[src/rtl/clock_time_ctrl.sv]
// clock_time_ctrl: sequencing controller for the six cascaded BCD digit counters of an
// HH:MM:SS 24 h clock. Issues one-cycle per-digit enable/load commands from the 1 Hz tick
// and runs the HH/MM time-setting mode machine.
module clock_time_ctrl (
  input  logic       clk,
  input  logic       clr,
  input  logic       tick,
  input  logic       btn_mode,
  input  logic       btn_inc,
  input  logic [3:0] q_s0,
  input  logic [3:0] q_s1,
  input  logic [3:0] q_m0,
  input  logic [3:0] q_m1,
  input  logic [3:0] q_h0,
  input  logic [3:0] q_h1,
  output logic [5:0] en,
  output logic [5:0] load,
  output logic [3:0] d,
  output logic [1:0] mode
);

  typedef enum logic [1:0] {StRun = 2'd0, StSetH = 2'd1, StSetM = 2'd2} mode_e;

  localparam int unsigned S0 = 0;
  localparam int unsigned S1 = 1;
  localparam int unsigned M0 = 2;
  localparam int unsigned M1 = 3;
  localparam int unsigned H0 = 4;
  localparam int unsigned H1 = 5;

  mode_e      mode_q, mode_d;
  logic [5:0] en_q, en_d;
  logic [5:0] load_q, load_d;
  logic [3:0] d_q, d_d;
  logic       tick_pend_q, tick_pend_d;
  logic       busy_q, busy_d;

  logic [6:0] hour_val, min_val;
  logic       c0, c1, c2, c3;

  // Out-of-range digits compare with >= so they behave as the limit and wrap to 0.
  assign hour_val = {3'b000, q_h1} * 7'd10 + {3'b000, q_h0};
  assign min_val  = {3'b000, q_m1} * 7'd10 + {3'b000, q_m0};
  assign c0 = (q_s0 >= 4'd9);
  assign c1 = c0 && (q_s1 >= 4'd5);
  assign c2 = c1 && (q_m0 >= 4'd9);
  assign c3 = c2 && (q_m1 >= 4'd5);

  // Next command, mode and pending-tick state; events are taken only while not busy.
  always_comb begin
    en_d        = '0;
    load_d      = '0;
    d_d         = '0;
    mode_d      = mode_q;
    tick_pend_d = tick_pend_q;
    unique case (mode_q)
      StRun: begin
        if (busy_q) begin
          if (tick) tick_pend_d = 1'b1;
        end else if (tick || tick_pend_q) begin
          // A fresh tick colliding with a pending one stays pending for the next slot.
          tick_pend_d = tick && tick_pend_q;
          en_d[S0] = 1'b1;
          if (c0) begin
            if (q_s1 >= 4'd5) load_d[S1] = 1'b1;
            else              en_d[S1]   = 1'b1;
          end
          if (c1) en_d[M0] = 1'b1;
          if (c2) begin
            if (q_m1 >= 4'd5) load_d[M1] = 1'b1;
            else              en_d[M1]   = 1'b1;
          end
          if (c3 && (hour_val >= 7'd23)) begin
            load_d[H0] = 1'b1;
            load_d[H1] = 1'b1;
          end else if (c3) begin
            en_d[H0] = 1'b1;
            if (q_h0 >= 4'd9) en_d[H1] = 1'b1;
          end
        end
        if (btn_mode) mode_d = StSetH;
      end
      StSetH: begin
        tick_pend_d = 1'b0;
        if (btn_mode) begin
          mode_d = StSetM;
        end else if (btn_inc && !busy_q) begin
          if (hour_val >= 7'd23) begin
            load_d[H0] = 1'b1;
            load_d[H1] = 1'b1;
          end else if (q_h0 >= 4'd9) begin
            load_d[H0] = 1'b1;
            en_d[H1]   = 1'b1;
          end else begin
            en_d[H0] = 1'b1;
          end
        end
      end
      StSetM: begin
        tick_pend_d = 1'b0;
        if (btn_mode) begin
          // Returning to run restarts seconds at :00.
          mode_d     = StRun;
          load_d[S0] = 1'b1;
          load_d[S1] = 1'b1;
        end else if (btn_inc && !busy_q) begin
          if (min_val >= 7'd59) begin
            load_d[M0] = 1'b1;
            load_d[M1] = 1'b1;
          end else if (q_m0 >= 4'd9) begin
            load_d[M0] = 1'b1;
            en_d[M1]   = 1'b1;
          end else begin
            en_d[M0] = 1'b1;
          end
        end
      end
      default: begin
        mode_d      = StRun;
        tick_pend_d = 1'b0;
      end
    endcase
    busy_d = (en_d != 6'd0) || (load_d != 6'd0);
  end

  // State and registered outputs; clr aborts any command in flight.
  always_ff @(posedge clk or posedge clr) begin
    if (clr) begin
      mode_q      <= StRun;
      en_q        <= '0;
      load_q      <= '0;
      d_q         <= '0;
      tick_pend_q <= 1'b0;
      busy_q      <= 1'b0;
    end else begin
      mode_q      <= mode_d;
      en_q        <= en_d;
      load_q      <= load_d;
      d_q         <= d_d;
      tick_pend_q <= tick_pend_d;
      busy_q      <= busy_d;
    end
  end

  assign en   = en_q;
  assign load = load_q;
  assign d    = d_q;
  assign mode = mode_q;

endmodule

[config.mk]
export PLATFORM = sky130hd
export DESIGN_NAME = clock_time_ctrl
export DESIGN_NICKNAME = d
export VERILOG_FILES = /design/src/rtl/clock_time_ctrl.sv
export SDC_FILE = /design/constraint.sdc
export NUM_CORES = 1
export LEC_CHECK = 0
export BUFFER_PORTS_ARGS = -buffer_cell sky130_fd_sc_hd__clkbuf_2
export CAP_MARGIN = 20
export CORE_AREA = 2 2 52 54
export DETAILED_ROUTE_END_ITERATION = 10
export DIE_AREA = 0 0 54 56
export HOLD_SLACK_MARGIN = 0.03
export PLACE_DENSITY = 0.81
export SYNTH_ARGS = -nofsm -noshare
export SYNTH_HDL_FRONTEND = slang
export SYNTH_SLANG_ARGS = --single-unit
[constraint.sdc]
create_clock -name clk -period 3.15 [get_ports clk]
set_clock_uncertainty 0.1 [all_clocks]
set_input_delay 0.1575 -clock clk [delete_from_list [all_inputs] [get_ports clk]]
set_output_delay 0.1575 -clock clk [all_outputs]
set_load 0.05 [all_outputs]
==> results.yml <==
clock_tree:
  post_cts_buffers: 0
  cts_tree: "built"
  cts_buffers: 3
  clk_latency_ns: 0.28
  ctsRootBufferMaster: "clkbuf_4"
  numClockSinks: 16
  cts.repair.resized: 0
  clockBufferDepth: 2
  htreeDepth: 1
  clk_transition_reported_paths_ns: 0.08
critical_path:
  worstPathMaxFanout: 4
  crit_buf_inv: 1
  required_ns: 3.25
  crit_top_cell: "ha_1"
  startpoint: "q_h1[1]"
  timing.rr.start: "mode[0]"
  cp.arrival_ns: 2.35
  reg2reg_to: "en[5]"
  cp_top_family: "adder cells"
  rr_worst_depth: 5
  timing.critical_path.slowest_stage_cell: "fa_1"
  worst_setup_path_start_kind: "input port"
  cp-end-kind: "flip-flop"
  crit_end: "en[5]"
  critical_path_class: "in -> reg"
  cpPeakStageDelay_ns: 0.50
  crit_cells: 9
  cp_cell_sequence: "clkbuf_2 > ha_1 > ha_1 > fa_1 > or2_1 > a2111oi_0 > a211oi_1 > nand3_1 > nor3b_1"
  rrSetupSlack_ns: 1.46
pwr:
  power.internal_mw: 0.425
  leakage_nw: 0.786
  seqPwrFrac_pct: 35.3
  pwr-share-comb_pct: 52.0
  power.switching_mw: 0.378
  power_mw: 0.803
  power_per_cell_area_mw_per_mm2: 546
  p_clk_share_pct: 12.7
  ir_worst_vdd_mv: 0.446
  swShare_pct: 47.1
global_routing:
  grt_pass1_wl_mm: 4.56
  overflow: 0
  grt_antenna_before_repair: 0
  track_usage_pct: 19.5
  grt_max_degree: 17
  grt_pass1_vias: 1160
sta:
  finalSetupViolations: 0
  setup-tns-final_ns: 0
  period_share_pct: 71.7
  drv_slew: 0
  max_freq_mhz: 443
  tightest_slew_ns: 0.569
  relSlewSlack_pct: 62.0
  rsz0062_at_grt: "no"
  hold_viol: 0
  period_minus_slack_ns: 2.26
  hold_ws_ns: 0.0395
route:
  drt_iter0_drc: 25
  wire_per_inst_um: 13.4
  drcViolationCount: 0
  vias_per_cell: 5.52
  routed_wl_mm: 2.63
  ant_nets: 0
  via_count: 1088
  first_pass_iters: 4
placed_design:
  placed_area_mm2: 0.00144
  placement.io_buffers: 42
  dp_hpwl_mm: 2.25
  dp.cells: 193
  gp_congestion: 0.799
cells_and_area:
  area_growth_pct: 21.6
  instances_no_fill: 197
  drive_gt1_share_pct: 29.3
  final_nets: 215
  num_antenna_cells: 0
  final_area_mm2: 0.00147
logic_synthesis:
  syn_area_mm2: 0.00121
  avgSynthCellArea_um2: 9.91
  synth_edf_count: 0
  synthArstFlopShare_pct: 100
  post_synth_inst_count: 122
  synth-seq-cells: 16
  seq_area_frac_synth_pct: 33.1
  ys.flop_type: "dfrtp_1"
  synth_cell_types: 44
  yosys_warnings: 0
floorplan:
  rows: 18
  start_util_pct: 49.7
  core-area_mm2: 0.00243
  io_pins: 47
  die_w_um: 54
  die_h_um: 56
  dieArea_mm2: 0.00302
flow_run:
  drv_cap: 0
worst_hold_path:
  worstHoldStart: "tick"
  hold_class: "in -> reg"
status:
  status: "finished, final reports clean"
==> cells in the mapped netlist, types with 2 or more instances <==
cell      count  area, um^2
dfrtp_1      16         400
ha_1         13         163
nand2_1      10        37.5
inv_1         9        33.8
nor2_1        6        22.5
a21o_1        4        30.0
buf_4         4        30.0
fa_1          4        80.1
nor3b_1       4        30.0
o31ai_1       4        30.0
a21oi_1       3        15.0
nand3_1       3        15.0
a211oi_1      2        15.0
a21oi_2       2        17.5
and2_1        2        12.5
nor2b_1       2        12.5
nor3_1        2        10.0
nor4_1        2        12.5
o21ai_0       2        10.0
o21ai_1       2        10.0
xnor2_1       2        17.5
xor2_1        2        17.5
==> sequential cells by signal (all words and copies together), names as in the netlist <==
signal / cells
en: 6
load: 6
mode: 2
busy_q: 1
tick_pend_q: 1
==> how the worst min path moves through the flow <==
stage                        endpoint  slack (ns)  depth (start not counted)
after floorplan                busy_q       -0.03                          1
after global placement          en[0]        0.12                          2
after detailed placement        en[0]        0.13                          2
after CTS                 tick_pend_q        0.04                          3
after global routing      tick_pend_q        0.04                          3
final                     tick_pend_q        0.04                          3
==> worst register-to-register path: stages (launching register included) <==
cell and delay [ns]:
dfrtp_1 0.45, nor3_1 0.19, o21ai_1 0.17, nor3b_1 0.34, a21oi_1 0.16, nor3b_1 0.20
==> stage by stage <==
step	worst slack, ns	util [%]
after floorplan	0.932	-
after global placement	0.717	59.1
after detailed placement	0.617	59.1
after CTS	0.913	60.4
after global routing	0.582	60.4
final	0.893	60.4
==> power groups by stage <==
| stage | Sequential, mW | Combinational [mW] | Clock (mW) |
|---|---|---|---|
| 6_report | 0.284 | 0.417 | 0.102 |
| 5_1_grt | 0.291 | 0.455 | 0.117 |
| 4_1_cts | 0.284 | 0.417 | 0.106 |
| 3_5_place_dp | 0.288 | 0.415 | 0 |
| 3_3_place_gp | 0.285 | 0.400 | 0 |
| 2_1_floorplan | 0.412 | 0.188 | 0 |
==> placed cells by master (no fill, tap or decap), types with 2 or more instances in the layout <==
cell type / netlist / layout
nor3_1: 2 / 2
nor4_1: 2 / 2
nand2_1: 10 / 10
ha_1: 13 / 13
xnor2_1: 2 / 2
o31ai_1: 4 / 4
conb_1: 1 / 4
clkbuf_2: 0 / 42
a21o_1: 4 / 4
nor3b_1: 4 / 4
o21ai_0: 2 / 2
fa_1: 4 / 4
xor2_1: 2 / 2
nand3_1: 3 / 3
a21oi_1: 3 / 3
a211oi_1: 2 / 2
nor2b_1: 2 / 2
and2_1: 2 / 2
a21oi_2: 2 / 2
clkbuf_4: 0 / 3
inv_1: 9 / 9
dfrtp_1: 16 / 16
o21ai_1: 2 / 2
nor2_1: 6 / 6
==> cell families (layout without fill, tap and decap cells) <==
group,after synthesis,in the layout,share of synthesized area (%)
adders and majority gates,17,17,20.1
muxes,1,1,0.932
xor gates and xnor gates,5,5,4.25
buffers and inverters,13,55,5.28
DFF,16,16,33.1
other,1,4,0.310
and+or+nand+nor,37,37,16.2
AOI/OAI and AO/OA,32,32,19.9
==> area by class of cell <==
| class | instances | area, um^2 |
|---|---|---|
| Clock buffer | 3 | 22.5 |
| Tap cell | 30 | 37.5 |
| Sequential cell | 16 | 400 |
| Timing Repair Buffer | 43 | 220 |
| Fill cell | 199 | 962 |
| Inverter | 9 | 33.8 |
| Multi-Input combinational cell | 96 | 756 |
==> routing by layer <==
metal | up-vias | part of all wire (%) | global-route usage [%]
li1 | 531 | - | -
met1 | 512 | 38 | 21.5
met2 | 40 | 54 | 35.2
met3 | 5 | 6.3 | 3.23
met4 | 0 | 1.4 | 8.21
met5 | - | 0 | 0
==> repair_timing <==
action / in CTS / in global routing
endpoints found under the setup margin: 0 / 0
endpoints found under the hold margin: 16 / 0
hold buffers: 1 / 0
Power figures use the tool's default switching activity.
